[src/rtl/button_pkg.sv]
// ---------------------------------------------------------------------------
// button_pkg
// Shared definitions for the button gesture classifier:
//   - state_t      : FSM state encoding (3 bits)
//   - DEF_*_CYCLES : default timing constants for the 50 MHz board clock
//   - DEF_CNT_W    : default width of the shared timing counter
// ---------------------------------------------------------------------------
package button_pkg;

  typedef enum logic [2:0] {
    IDLE     = 3'd0,
    PRESS1   = 3'd1,
    WAIT_GAP = 3'd2,
    PRESS2   = 3'd3,
    HOLD     = 3'd4
  } state_t;

  // 2 s hold, 300 ms click gap, 200 ms repeat period at 50 MHz.
  localparam int unsigned DEF_LONG_CYCLES   = 32'd100_000_000;
  localparam int unsigned DEF_GAP_CYCLES    = 32'd15_000_000;
  localparam int unsigned DEF_REPEAT_CYCLES = 32'd10_000_000;
  localparam int unsigned DEF_CNT_W         = 32;

endpackage

[src/rtl/button_edge_detect.sv]
// ---------------------------------------------------------------------------
// button_edge_detect
// Tracks the previous debounced level and derives edge strobes.
// Ports:
//   clk           in   system clock
//   reset         in   asynchronous active-low reset
//   btn_level     in   debounced button level (1 = pressed)
//   rise          out  combinational 0->1 edge (same cycle as the new level)
//   fall          out  combinational 1->0 edge (same cycle as the new level)
//   press_pulse   out  registered copy of rise (1-cycle latency)
//   release_pulse out  registered copy of fall (1-cycle latency)
// ---------------------------------------------------------------------------
module button_edge_detect (
  input  logic clk,
  input  logic reset,
  input  logic btn_level,
  output logic rise,
  output logic fall,
  output logic press_pulse,
  output logic release_pulse
);

  logic prev_level_reg;
  logic press_pulse_reg;
  logic release_pulse_reg;

  assign rise = btn_level & ~prev_level_reg;
  assign fall = ~btn_level & prev_level_reg;

  always_ff @(posedge clk or negedge reset) begin
    if (!reset) begin
      prev_level_reg    <= 1'b0;
      press_pulse_reg   <= 1'b0;
      release_pulse_reg <= 1'b0;
    end else begin
      prev_level_reg    <= btn_level;
      press_pulse_reg   <= rise;
      release_pulse_reg <= fall;
    end
  end

  assign press_pulse   = press_pulse_reg;
  assign release_pulse = release_pulse_reg;

endmodule

[src/rtl/button_event_classifier.sv]
// ---------------------------------------------------------------------------
// button_event_classifier
// Turns a debounced button level into single-cycle registered gesture events.
// Ports:
//   clk           in   system clock
//   reset         in   asynchronous active-low reset
//   btn_level     in   debounced button level (1 = pressed)
//   press_pulse   out  one-cycle pulse per 0->1 edge
//   release_pulse out  one-cycle pulse per 1->0 edge
//   short_press   out  single click confirmed (gap window expired)
//   long_press    out  hold reached LONG_CYCLES
//   repeat_pulse  out  every REPEAT_CYCLES while held after long_press
//   double_click  out  second click released within the gap window
//   busy          out  FSM is not in IDLE
// ---------------------------------------------------------------------------
module button_event_classifier
  import button_pkg::*;
#(
  parameter int unsigned LONG_CYCLES   = DEF_LONG_CYCLES,
  parameter int unsigned GAP_CYCLES    = DEF_GAP_CYCLES,
  parameter int unsigned REPEAT_CYCLES = DEF_REPEAT_CYCLES,
  parameter int unsigned CNT_W         = DEF_CNT_W
) (
  input  logic clk,
  input  logic reset,
  input  logic btn_level,
  output logic press_pulse,
  output logic release_pulse,
  output logic short_press,
  output logic long_press,
  output logic repeat_pulse,
  output logic double_click,
  output logic busy
);

  // Terminal counts: an expiry fires on the cycle the counter sits at N-1.
  localparam logic [CNT_W-1:0] LONG_TERM   = CNT_W'(LONG_CYCLES - 1);
  localparam logic [CNT_W-1:0] GAP_TERM    = CNT_W'(GAP_CYCLES - 1);
  localparam logic [CNT_W-1:0] REPEAT_TERM = CNT_W'(REPEAT_CYCLES - 1);
  localparam logic [CNT_W-1:0] CNT_ONE     = CNT_W'(1);

  logic rise;
  logic fall;

  button_edge_detect u_edge (
    .clk           (clk),
    .reset         (reset),
    .btn_level     (btn_level),
    .rise          (rise),
    .fall          (fall),
    .press_pulse   (press_pulse),
    .release_pulse (release_pulse)
  );

  state_t           state_reg, state_next;
  logic [CNT_W-1:0] cnt_reg, cnt_next;
  logic             short_reg, short_next;
  logic             long_reg, long_next;
  logic             repeat_reg, repeat_next;
  logic             double_reg, double_next;
  logic             busy_reg;

  always_ff @(posedge clk or negedge reset) begin
    if (!reset) begin
      state_reg  <= IDLE;
      cnt_reg    <= '0;
      short_reg  <= 1'b0;
      long_reg   <= 1'b0;
      repeat_reg <= 1'b0;
      double_reg <= 1'b0;
      busy_reg   <= 1'b0;
    end else begin
      state_reg  <= state_next;
      cnt_reg    <= cnt_next;
      short_reg  <= short_next;
      long_reg   <= long_next;
      repeat_reg <= repeat_next;
      double_reg <= double_next;
      busy_reg   <= (state_next != IDLE);
    end
  end

  // Edges always win over a counter expiry in the same cycle; every state
  // change clears the counter, so it can never run past its terminal value.
  always_comb begin
    state_next  = state_reg;
    cnt_next    = cnt_reg;
    short_next  = 1'b0;
    long_next   = 1'b0;
    repeat_next = 1'b0;
    double_next = 1'b0;

    case (state_reg)
      IDLE: begin
        cnt_next = '0;
        if (rise) begin
          state_next = PRESS1;
        end
      end

      PRESS1: begin
        if (fall) begin
          state_next = WAIT_GAP;
          cnt_next   = '0;
        end else if (cnt_reg == LONG_TERM) begin
          long_next  = 1'b1;
          state_next = HOLD;
          cnt_next   = '0;
        end else begin
          cnt_next = cnt_reg + CNT_ONE;
        end
      end

      WAIT_GAP: begin
        if (rise) begin
          state_next = PRESS2;
          cnt_next   = '0;
        end else if (cnt_reg == GAP_TERM) begin
          short_next = 1'b1;
          state_next = IDLE;
          cnt_next   = '0;
        end else begin
          cnt_next = cnt_reg + CNT_ONE;
        end
      end

      PRESS2: begin
        if (fall) begin
          double_next = 1'b1;
          state_next  = IDLE;
          cnt_next    = '0;
        end else if (cnt_reg == LONG_TERM) begin
          // Second press held long: the pending first click is dropped.
          long_next  = 1'b1;
          state_next = HOLD;
          cnt_next   = '0;
        end else begin
          cnt_next = cnt_reg + CNT_ONE;
        end
      end

      HOLD: begin
        if (fall) begin
          state_next = IDLE;
          cnt_next   = '0;
        end else if (cnt_reg == REPEAT_TERM) begin
          repeat_next = 1'b1;
          cnt_next    = '0;
        end else begin
          cnt_next = cnt_reg + CNT_ONE;
        end
      end

      default: begin
        state_next = IDLE;
        cnt_next   = '0;
      end
    endcase
  end

  assign short_press  = short_reg;
  assign long_press   = long_reg;
  assign repeat_pulse = repeat_reg;
  assign double_click = double_reg;
  assign busy         = busy_reg;

endmodule

[config.mk]
export PLATFORM = sky130hd
export DESIGN_NAME = button_event_classifier
export DESIGN_NICKNAME = d
export VERILOG_FILES = /design/src/rtl/button_pkg.sv /design/src/rtl/button_edge_detect.sv /design/src/rtl/button_event_classifier.sv
export SDC_FILE = /design/constraint.sdc
export NUM_CORES = 1
export LEC_CHECK = 0
export BUFFER_PORTS_ARGS = -buffer_cell sky130_fd_sc_hd__buf_4
export CORE_AREA = 2 2 98 100
export CTS_CLUSTER_DIAMETER = 60
export DETAILED_ROUTE_END_ITERATION = 16
export DIE_AREA = 0 0 100 102
export MAX_ROUTING_LAYER = met4
export PLACE_DENSITY_LB_ADDON = 0.12
export SKIP_LAST_GASP = 1
export SLEW_MARGIN = 30
export SYNTH_ARGS = -nofsm -noshare
export SYNTH_HDL_FRONTEND = slang
export SYNTH_HIERARCHICAL = 1
export SYNTH_SLANG_ARGS = --single-unit
[constraint.sdc]
create_clock -name clk -period 3.55 [get_ports clk]
set_input_delay 0.355 -clock clk [delete_from_list [all_inputs] [get_ports clk]]
set_output_delay 0.355 -clock clk [all_outputs]
set_load 0.1 [all_outputs]
==> impl_metrics.sql <==
INSERT INTO impl_metrics (metric_group, metric, value, unit) VALUES
('status', 'outcome', 'complete, no violations', ''),
('final_layout', 'post_route_cells_drive_above_1_share', '10.04', '%'),
('final_layout', 'area_growth_syn_to_layout', '13.45', '%'),
('floorplanning', 'core_area', '9109', 'um2'),
('clock_network', 'cts_inserted_buffers', '5', ''),
('synth', 'synth.cell_area', '2215', 'um2'),
('floorplanning', 'std_cell_rows', '35', ''),
('synth', 'instance_count_of_the_mapped_netlist', '230', ''),
('grt', 'met2_usage_in_global_routing', '17.88', '%'),
('critical_path', 'timing.reg2reg.worst_path_depth', '7', ''),
('critical_path', 'critPathKind', 'flop to flop', ''),
('synth', 'synth_top_cells_by_area', 'dfrtp_1 (49%), xnor2_1 (7.5%), nor2_1 (5.8%)', ''),
('clock_network', 'post_cts.repair.setup_buffers', '0', ''),
('grt', 'global_router_s_overall_resource_usage', '11.21', '%'),
('timing', 'drv_slew', '0', ''),
('grt', 'initial_antenna_violation_count', '0', ''),
('final_layout', 'final_net_count', '242', ''),
('critical_path', 'critPathMaxFanout', '19', ''),
('min_path', 'hold_class', 'input pin to asynchronous set/reset pin', ''),
('grt', 'first_global_vias', '1724', ''),
('critical_path', 'critPathLaunchType', 'flop', ''),
('synth', 'ys.flop_type', 'dfrtp_1', ''),
('final_layout', 'layout.cell_area.non_filler', '2512', 'um2'),
('timing', 'setup_viol', '0', ''),
('final_layout', 'area.sequential', '1076', 'um2'),
('critical_path', 'reg2reg_from', 'cnt_reg[0]', ''),
('grt', 'pin_count_of_the_biggest_net_entering_global_routing', '44', ''),
('drt', 'route.detailed.wl_per_inst', '14.47', 'um'),
('clock_network', 'clkSlewWorstSetupHoldPaths', '0.09', 'ns'),
('clock_network', 'ctsLongestPathBuffers', '2', ''),
('timing', 'min_period', '2.413', 'ns'),
('placement', 'place_hpwl', '3534', 'um'),
('drt', 'post_drt_via_cell_ratio', '4.734', ''),
('timing', 'max_freq', '0.4145', 'GHz'),
('floorplanning', 'ioPinCount', '10', ''),
('timing', 'timing.slew.headroom', '63.09', '%'),
('critical_path', 'r2r_setup_slack', '1.14', 'ns'),
('floorplanning', 'die-width', '100', 'um'),
('power_and_ir_drop', 'p_per_area', '495.4', 'nW/um2'),
('timing', 'worst_clk_skew', '0.006819', 'ns'),
('grt', 'grt_max_usage_layer', 'met2', ''),
('power_and_ir_drop', 'power.ir.vdd_worst', '0.1656', 'mV'),
('placement', 'dpl-instance-area', '2376', 'um2'),
('clock_network', 'cts_tree', 'done', ''),
('floorplanning', 'chipHeight', '102', 'um'),
('synth', 'synth_enable_flop_cells', '0', ''),
('critical_path', 'arrival', '2.60', 'ns'),
('synth', 'synth_async_sr_flop_share', '100.0', '%'),
('grt', 'grtUsageMet1', '14.27', '%'),
('clock_network', 'ctsResizeCount', '0', ''),
('drt', 'via_count', '1657', ''),
('clock_network', 'hold_buffers', '0', ''),
('timing', 'hold_viol', '0', ''),
('critical_path', 'critical_path.endpoint_type', 'flop', ''),
('synth', 'synth-warning-count', '6', ''),
('clock_network', 'cts.sink_count', '43', ''),
('drt', 'total_wire_length', '5066', 'um'),
('synth', 'avgSynthCellArea', '9.629', 'um2'),
('final_layout', 'filler_cell_count', '973', ''),
('drt', 'drt_iter0_drc', '70', ''),
('synth', 'synthDominantCellAreaShare', '48.59', '%'),
('floorplanning', 'die_area', '10200', 'um2'),
('clock_network', 'cts_root_buffer', 'clkbuf_8', ''),
('grt', 'grt-ovfl-total', '0', ''),
('timing', 'finalSetupTns', '0', 'ns'),
('placement', 'port_buffers', '9', ''),
('synth', 'synthDominantAreaCellType', 'dfrtp_1', ''),
('grt', 'grt_pass1_wl', '8687', 'um'),
('clock_network', 'clk_latency', '0.30', 'ns'),
('critical_path', 'worstSetupStartpoint', 'cnt_reg[0]', ''),
('clock_network', 'htree_levels', '2', '');
==> how the worst max path moves through the flow <==
stage                     slack, ns  depth (start not counted)           to
after floorplan                1.34                          6  cnt_reg[26]
after global placement         1.14                          6  cnt_reg[28]
after detailed placement       1.13                          6  cnt_reg[30]
after CTS                      1.11                          6  cnt_reg[28]
after global routing           0.91                          6  cnt_reg[28]
final                          1.14                          7  cnt_reg[18]
==> Yosys cell counts (2+ instances only) <==
cell type,n
dfrtp_1,43
nor2b_1,2
nand2b_1,2
o21ai_0,5
and3_1,4
inv_1,5
and2_1,2
xor2_1,8
nor4_1,8
or3_1,5
clkbuf_1,7
xnor2_1,19
nand4_1,8
o21a_1,2
nand3_1,11
nand2_1,18
nor4b_1,4
or4_1,4
buf_6,3
a21oi_1,6
nor3_1,10
nor2_1,34
and4_1,5
==> layout make-up <==
cell class	count	share of cell area (%)
clock buffer	5	2.739
clock inverter	3	2.689
inverter	5	0.7470
multi-input combinational	172	42.18
sequential	43	42.83
tap	111	5.528
timing repair buffer	11	3.287
==> cells in the final DEF (no fill, tap or decap), types with 4 or more instances in the layout <==
cell	netlist	routed
buf_4	0	11
and4_1	5	5
clkbuf_8	0	5
xnor2_1	19	19
a21oi_1	6	6
nor4_1	8	8
nor3_1	10	10
and3_1	4	4
o21ai_0	5	5
nand3_1	11	11
inv_1	5	5
or4_1	4	4
dfrtp_1	43	43
or3_1	5	5
xor2_1	8	8
nand2_1	18	18
nor4b_1	4	4
nor2_1	34	34
nand4_1	8	8
==> cell families after synthesis <==
group	count (synthesis)	share of synthesized area, %
simple gates	126	30.68
flops	43	48.59
xor+xnor	27	10.68
compound gates	18	5.932
buf+inv	15	3.560
fa+ha+maj	1	0.5649
==> power breakdown <==
part	switching [W]	internal, W
clock	0.000180	0.000281
sequential	0.0000369	0.000522
combinational	0.000151	0.0000738
==> stage by stage <==
step	util [%]	worst slack [ns]	hold slack (ns)	power [W]	instances
2_1_floorplan	-	1.344	0.05941	0.0007502	230
3_3_place_gp	26.09	1.137	0.3975	0.0008022	342
3_5_place_dp	26.09	1.133	0.3934	0.0008002	342
4_1_cts	27.58	1.113	0.05963	0.001270	350
5_1_grt	27.58	0.9120	0.08096	0.001323	350
6_report	27.58	1.137	0.03596	0.001245	350
==> per-layer routing <==
metal,up-vias,share of wire [%]
met5,-,0
met1,797,49
met2,34,47
met4,0,0.57
met3,2,3.5
li1,824,-
==> critical path, cell delays in order, from the launching register on <==
cell and delay [ns]:
dfrtp_1 0.40, ha_1 0.25, and4_1 0.36, nand4_1 0.18
nand4b_1 0.31, a2111oi_4 0.41, buf_4 0.30, nor2_1 0.08
No activity file was read; power rests on OpenSTA's default activity.
